$ cat src/rtl/pifo_sched_pkg.sv
// Shared types for the PIFO ingress scheduler: default entry geometry and arbiter winner encoding.
package pifo_sched_pkg;
    localparam int PTW_DEF = 16;
    localparam int MTW_DEF = 32;
    localparam int ENTRY_W = MTW_DEF + PTW_DEF;

    typedef logic [ENTRY_W-1:0] entry_t;

    typedef enum logic {
        WIN_PUSH = 1'b0,
        WIN_POP  = 1'b1
    } winner_e;
endpackage

$ cat src/rtl/pifo_sched_fifo.sv
// Synchronous FIFO with registered full/empty flags; head word is presented combinationally on rd_data.
module pifo_sched_fifo #(
    parameter int W     = 48,
    parameter int DEPTH = 8
) (
    input  logic         clk,
    input  logic         rst,
    input  logic         wr_en,
    input  logic [W-1:0] wr_data,
    input  logic         rd_en,
    output logic [W-1:0] rd_data,
    output logic         full,
    output logic         empty
);
    localparam int AW = $clog2(DEPTH);

    logic [W-1:0]  mem [DEPTH];
    logic [AW-1:0] wr_ptr;
    logic [AW-1:0] rd_ptr;
    logic [AW:0]   level;
    logic [AW:0]   level_next;
    logic          do_wr;
    logic          do_rd;

    assign do_wr   = wr_en && !full;
    assign do_rd   = rd_en && !empty;
    assign rd_data = mem[rd_ptr];

    always_comb begin
        level_next = level;
        if (do_wr && !do_rd) begin
            level_next = level + (AW+1)'(1);
        end else if (do_rd && !do_wr) begin
            level_next = level - (AW+1)'(1);
        end
    end

    // Flags are registered from the next level so readiness never depends on this cycle's read.
    always_ff @(posedge clk or posedge rst) begin
        if (rst) begin
            wr_ptr <= '0;
            rd_ptr <= '0;
            level  <= '0;
            full   <= 1'b0;
            empty  <= 1'b1;
        end else begin
            if (do_wr) wr_ptr <= wr_ptr + AW'(1);
            if (do_rd) rd_ptr <= rd_ptr + AW'(1);
            level <= level_next;
            full  <= (level_next == (AW+1)'(DEPTH));
            empty <= (level_next == '0);
        end
    end

    always_ff @(posedge clk) begin
        if (do_wr) mem[wr_ptr] <= wr_data;
    end
endmodule

$ cat src/rtl/pifo_ingress_sched.sv
// Serialises buffered pushes and egress pops onto the PIFO tree's single issue port.
// Optional PIFO_SCHED_STATS_EN adds 32-bit issued-push/issued-pop counters.
module pifo_ingress_sched
    import pifo_sched_pkg::*;
#(
    parameter int PTW       = PTW_DEF,
    parameter int MTW       = MTW_DEF,
    parameter int FDEPTH    = 8,
    parameter int ISSUE_GAP = 2,
    parameter int POP_LAT   = 1,
    parameter int CAPACITY  = 1024,
    parameter int CNTW      = 11
) (
    input  logic                 i_clk,
    input  logic                 i_arst,
    input  logic                 i_push_valid,
    output logic                 o_push_ready,
    input  logic [MTW+PTW-1:0]   i_push_data,
    input  logic                 i_pop_valid,
    output logic                 o_pop_ready,
    output logic                 o_pop_valid,
    output logic [MTW+PTW-1:0]   o_pop_data,
    input  logic                 i_pop_taken,
    output logic                 o_push,
    output logic [MTW+PTW-1:0]   o_push_data,
    output logic                 o_pop,
    input  logic [MTW+PTW-1:0]   i_pop_data,
    output logic [CNTW-1:0]      o_count,
    output logic                 o_empty,
    output logic                 o_full,
    output logic [31:0]          o_stat_push,
    output logic [31:0]          o_stat_pop
);
    localparam int EW = MTW + PTW;
    localparam int GW = $clog2(ISSUE_GAP + 1);

    logic [EW-1:0]   head;
    logic            fifo_full;
    logic            fifo_empty;
    logic [GW-1:0]   gap;
    logic [CNTW-1:0] count;
    winner_e         last_winner;
    logic            push_elig;
    logic            pop_elig;
    logic            issue_push;
    logic            issue_pop;
    logic            in_flight;
    logic            exit_bit;

    pifo_sched_fifo #(.W(EW), .DEPTH(FDEPTH)) u_fifo (
        .clk     (i_clk),
        .rst     (i_arst),
        .wr_en   (i_push_valid),
        .wr_data (i_push_data),
        .rd_en   (issue_push),
        .rd_data (head),
        .full    (fifo_full),
        .empty   (fifo_empty)
    );

    assign o_push_ready = !fifo_full;
    assign o_count      = count;
    assign o_empty      = (count == '0);
    assign o_full       = (count == CNTW'(CAPACITY));

    assign push_elig = !fifo_empty && !o_full;
    assign pop_elig  = i_pop_valid && !o_empty && !in_flight && !o_pop_valid;

    always_comb begin
        issue_push = 1'b0;
        issue_pop  = 1'b0;
        if (gap == '0) begin
            if (push_elig && pop_elig) begin
                issue_push = (last_winner == WIN_POP);
                issue_pop  = (last_winner == WIN_PUSH);
            end else begin
                issue_push = push_elig;
                issue_pop  = pop_elig;
            end
        end
    end

    // Stage p1..: in-flight marker for a pop until the tree's data is valid.
    if (POP_LAT == 0) begin : g_lat0
        assign exit_bit  = o_pop;
        assign in_flight = o_pop;
    end else begin : g_latn
        logic [POP_LAT-1:0] vld_p1;
        always_ff @(posedge i_clk or posedge i_arst) begin
            if (i_arst) vld_p1 <= '0;
            else        vld_p1 <= (vld_p1 << 1) | POP_LAT'(o_pop);
        end
        assign exit_bit  = vld_p1[POP_LAT-1];
        assign in_flight = o_pop || (|vld_p1);
    end

    // Stage p0: registered issue strobes, spacing, occupancy and result capture.
    always_ff @(posedge i_clk or posedge i_arst) begin
        if (i_arst) begin
            o_push      <= 1'b0;
            o_pop       <= 1'b0;
            o_pop_ready <= 1'b0;
            o_pop_valid <= 1'b0;
            o_push_data <= '0;
            o_pop_data  <= '0;
            gap         <= '0;
            count       <= '0;
            last_winner <= WIN_POP;
        end else begin
            o_push      <= issue_push;
            o_pop       <= issue_pop;
            o_pop_ready <= issue_pop;
            if (issue_push) o_push_data <= head;
            if (issue_push || issue_pop) begin
                gap         <= GW'(ISSUE_GAP - 1);
                last_winner <= issue_push ? WIN_PUSH : WIN_POP;
            end else if (gap != '0) begin
                gap <= gap - GW'(1);
            end
            if (issue_push)     count <= count + CNTW'(1);
            else if (issue_pop) count <= count - CNTW'(1);
            if (exit_bit) begin
                o_pop_valid <= 1'b1;
                o_pop_data  <= i_pop_data;
            end else if (o_pop_valid && i_pop_taken) begin
                o_pop_valid <= 1'b0;
            end
        end
    end

`ifdef PIFO_SCHED_STATS_EN
    logic [31:0] stat_push;
    logic [31:0] stat_pop;
    always_ff @(posedge i_clk or posedge i_arst) begin
        if (i_arst) begin
            stat_push <= '0;
            stat_pop  <= '0;
        end else begin
            if (issue_push) stat_push <= stat_push + 32'd1;
            if (issue_pop)  stat_pop  <= stat_pop + 32'd1;
        end
    end
    assign o_stat_push = stat_push;
    assign o_stat_pop  = stat_pop;
`else
    assign o_stat_push = '0;
    assign o_stat_pop  = '0;
`endif
endmodule

$ cat config.mk
export PLATFORM = sky130hd
export DESIGN_NAME = pifo_ingress_sched
export DESIGN_NICKNAME = d
export VERILOG_FILES = /design/src/rtl/pifo_sched_pkg.sv /design/src/rtl/pifo_sched_fifo.sv /design/src/rtl/pifo_ingress_sched.sv
export SDC_FILE = /design/constraint.sdc
export NUM_CORES = 1
export LEC_CHECK = 0
export CORE_ASPECT_RATIO = 2
export CORE_MARGIN = 8
export CORE_UTILIZATION = 59
export CTS_CLUSTER_DIAMETER = 40
export DETAILED_ROUTE_END_ITERATION = 16
export GPL_TIMING_DRIVEN = 0
export PLACE_DENSITY = 0.83
export RECOVER_POWER = 25
export SETUP_SLACK_MARGIN = 0.2
export SYNTH_ARGS = -nofsm -noshare
export SYNTH_HDL_FRONTEND = slang
export SYNTH_SLANG_ARGS = --single-unit
$ cat constraint.sdc
create_clock -name i_clk -period 10.4 [get_ports i_clk]
set_input_delay 3.12 -clock i_clk [delete_from_list [all_inputs] [get_ports i_clk]]
set_output_delay 3.12 -clock i_clk [all_outputs]
set_load 0.01 [all_outputs]
==> summary.txt <==
status - finished with violations
failing checks - max-capacitance violations, max-slew violations
largest net degree at the start of global routing - 98
final hold violation count - 0
arrival time worst endpoint - 7400 ps
Worst path top cell family by delay - buffers and inverters
fin nets - 1,533
P_sw - 2.29 mW
clock tree buffer depth - 3
Hold Slack - 478 ps
unrepaired setup endpoints after global routing - false
Fmax achieved - 143 MHz
vias post-DR - 10,984
leakage - 9.01 nW
Worst VDD drop - 0.000184 V
CTS sink count - 510
Post-Synthesis Cells - 1,072
crit start category - input pin
multi-input logic area - 0.00488 mm²
met2 GRT Util - 42.2%
CTS Root Buffer Type - clkbuf_16
Post-synth top flop - edfxtp_1
critical path class - input pin to flop
grt met3 use - 4.88%
part of the cycle the worst path needs - 67.3%
Area contributors post-synth - edfxtp_1, dfrtp_1, mux4_2
Clk Latency, worst-skew pair - 560 ps
simple logic cell fraction of the synthesized area - 2.70%
max-cap violation count - 1
relative slew slack - -1.16%
Sequential Area - 0.0147 mm²
fillcell total - 1,956
initial DRC count - 725
Avg Vias per Cell - 5.80
count of cell types in the netlist - 51
WL/cell - 24.9 µm
HPWL Detailed - 31,200 µm
final wirelength - 47,100 µm
clk slew on worst S/H paths - 60 ps
Clock Skew - 20.9 ps
hold crit path type - flop to flop
required time worst endpoint - 10,800 ps
FFs w/ async S/R, synth - 24.7%
vias in the first global route - 11,642
Internal - 4.86 mW
Initial Util - 59.7%
Yosys warning count - 0
Synth area leader - edfxtp_1
DP Worst Slack - 2900 ps
initial antenna violation count - 8
sequential fraction of the synthesis area - 73.4%
R2R depth - 12
Die Footprint - 0.0404 mm²
Hold Crit Depth - 0
io pins - 279
Largest stage delay, worst path - 690 ps
global router's overall resource usage - 23.0%
CTS hold repair buffers - 0
Congestion Overflow GR - 0
Synth top area share - 57.7%
total power - 7.15 mW
compound-gate portion of the synthesized area - 2.58%
clock power share - 22.6%
core area - 0.0335 mm²
utilization after layout - 74.0%
# DRC - 0
Worst path depth - 13
layout cell share with drive strength beyond 1 - 21.7%
most instantiated library cell after synthesis - edfxtp_1
combinational share of power - 36.8%
Resize count post-CTS - 0
dpl cells - 1,808
Tmin final - 7000 ps
syn avg cell area - 18.7 µm²
antenna viol nets, final - 0
I/O Buffers - 214
Die X - 146 µm
Switching Share - 32.1%
gpl congestion - 0.803
1st-pass router iterations - 5
met1 GRT Util - 24.5%
post-synthesis mux area share - 16.0%
Crit Path Max Fanout - 19
first-pass GRT wire length - 70,400 µm
Final Non-Filler Cells - 1,895
Setup violations, final - 0
fin. max-slew vios - 30
Cell Area, Synth - 0.0200 mm²
Commonest cells post-synth - edfxtp_1, dfrtp_1, mux4_2
die height - 276 µm
synthesized flop and latch total - 510
crit path cell chain - clkdlybuf4s50_1, or4b_1, a311o_1, nand2_1, buf_2, buf_1, ha_1, a21o_1, a211oi_1, o21bai_1, a21boi_0, or3_1, a31oi_1
CP Buf/Inv Count - 3
Max H-tree Level - 2
CTS tree - yes
largest family of logic cells by synthesized area - multiplexers
Critical Path Sink Type - flop
Crit-path slowest cell - buf_1
Synth Area in XOR/XNOR - 0.701%
CTS buffer count - 43
Area growth syn-to-layout - 24.1%
Worst Setup Slack, final - 3400 ps
Flop pwr share - 40.6%
Slew @ Worst Pin - 1510 ps
Rows - 95
number of synthesized flops with an enable pin - 384
most used routing layer - met2
Synth Area in Adders - 0.976%
Pwr per Cell Area - 288 mW/mm²
Post-CTS Setup Bufs - 0
cell usage in the layout, fill, tap and decap left out, drive strengths merged, types with 6 or more instances in the layout:
| cell type | count |
|---|---|
| a21oi | 6 |
| buf | 105 |
| clkbuf | 88 |
| clkdlybuf4s50 | 138 |
| clkinv | 10 |
| clkinvlp | 7 |
| conb | 64 |
| dfrtp | 124 |
| diode | 7 |
| dlygate4sd3 | 76 |
| edfxtp | 384 |
| ha | 14 |
| inv | 14 |
| mux2 | 49 |
| mux2i | 48 |
| mux4 | 96 |
| nand2 | 79 |
| nor2 | 13 |
| o21ai | 62 |
| xnor2 | 12 |
final cells by class:
| type | count | share of cell area, % |
|---|---|---|
| flip-flops and latches | 510 | 59.2 |
| repair buffers | 237 | 10.2 |
| clock buffers | 58 | 4.85 |
| multi-input cells | 501 | 19.7 |
| plain buffers | 112 | 2.73 |
| clock inverters | 22 | 0.902 |
| inverters | 12 | 0.187 |
| diodes | 7 | 0.0706 |
| well taps | 436 | 2.20 |
path summary, 6_finish.rpt:
kind,from,to,slack (ps)
max in group asynchronous,i_arst,o_push_data[23],5920
setup / recovery,i_pop_valid,o_count[9],3400
min in group asynchronous,i_arst,o_push_data[8],3380
hold reg to reg,o_pop,exit_bit,480
setup reg to reg,o_count[4],o_count[9],5610
hold / removal,o_pop,exit_bit,480
power by group through the flow:
stage	clock network (mW)	registers (mW)	logic (mW)
2_1_floorplan	0	3.00	1.45
3_3_place_gp	0	2.94	2.48
3_5_place_dp	0	2.93	2.65
4_1_cts	1.64	2.90	2.67
5_1_grt	1.72	2.94	2.83
6_report	1.62	2.90	2.63
registers in the layout, summed over array words and instances, names as in the netlist:
name / cells
gap: 2
o_pop: 1
u_fifo.wr_ptr: 3
u_fifo.rd_ptr: 3
o_pop_data: 48
o_pop_valid: 1
o_count: 11
u_fifo.full: 1
u_fifo.level: 4
u_fifo.mem: 384
last_winner: 1
o_push_data: 48
o_push: 1
exit_bit: 1
u_fifo.empty: 1
logic make-up (layout without fill, tap and decap cells):
family | Yosys count | in the layout
AOI/OAI and AO/OA | 90 | 90
adders and majority gates | 15 | 15
and+or+nand+nor | 123 | 123
muxes | 193 | 193
buffers and inverters | 124 | 441
other | 1 | 71
xor gates and xnor gates | 16 | 16
DFF | 510 | 510
per-layer routing:
metal,up-vias,part of all wire [%]
li1,4733,-
met2,547,55
met3,103,7.1
met4,4,3.9
met5,-,0.057
met1,5597,34
per-stage QoR:
step	setup TNS, ps	instance area, µm²
6_report	0	24800
3_3_place_gp	-61260	22900
4_1_cts	0	24800
5_1_grt	0	24800
3_5_place_dp	0	23400
2_1_floorplan	0	20200
Power figures use the tool's default switching activity.
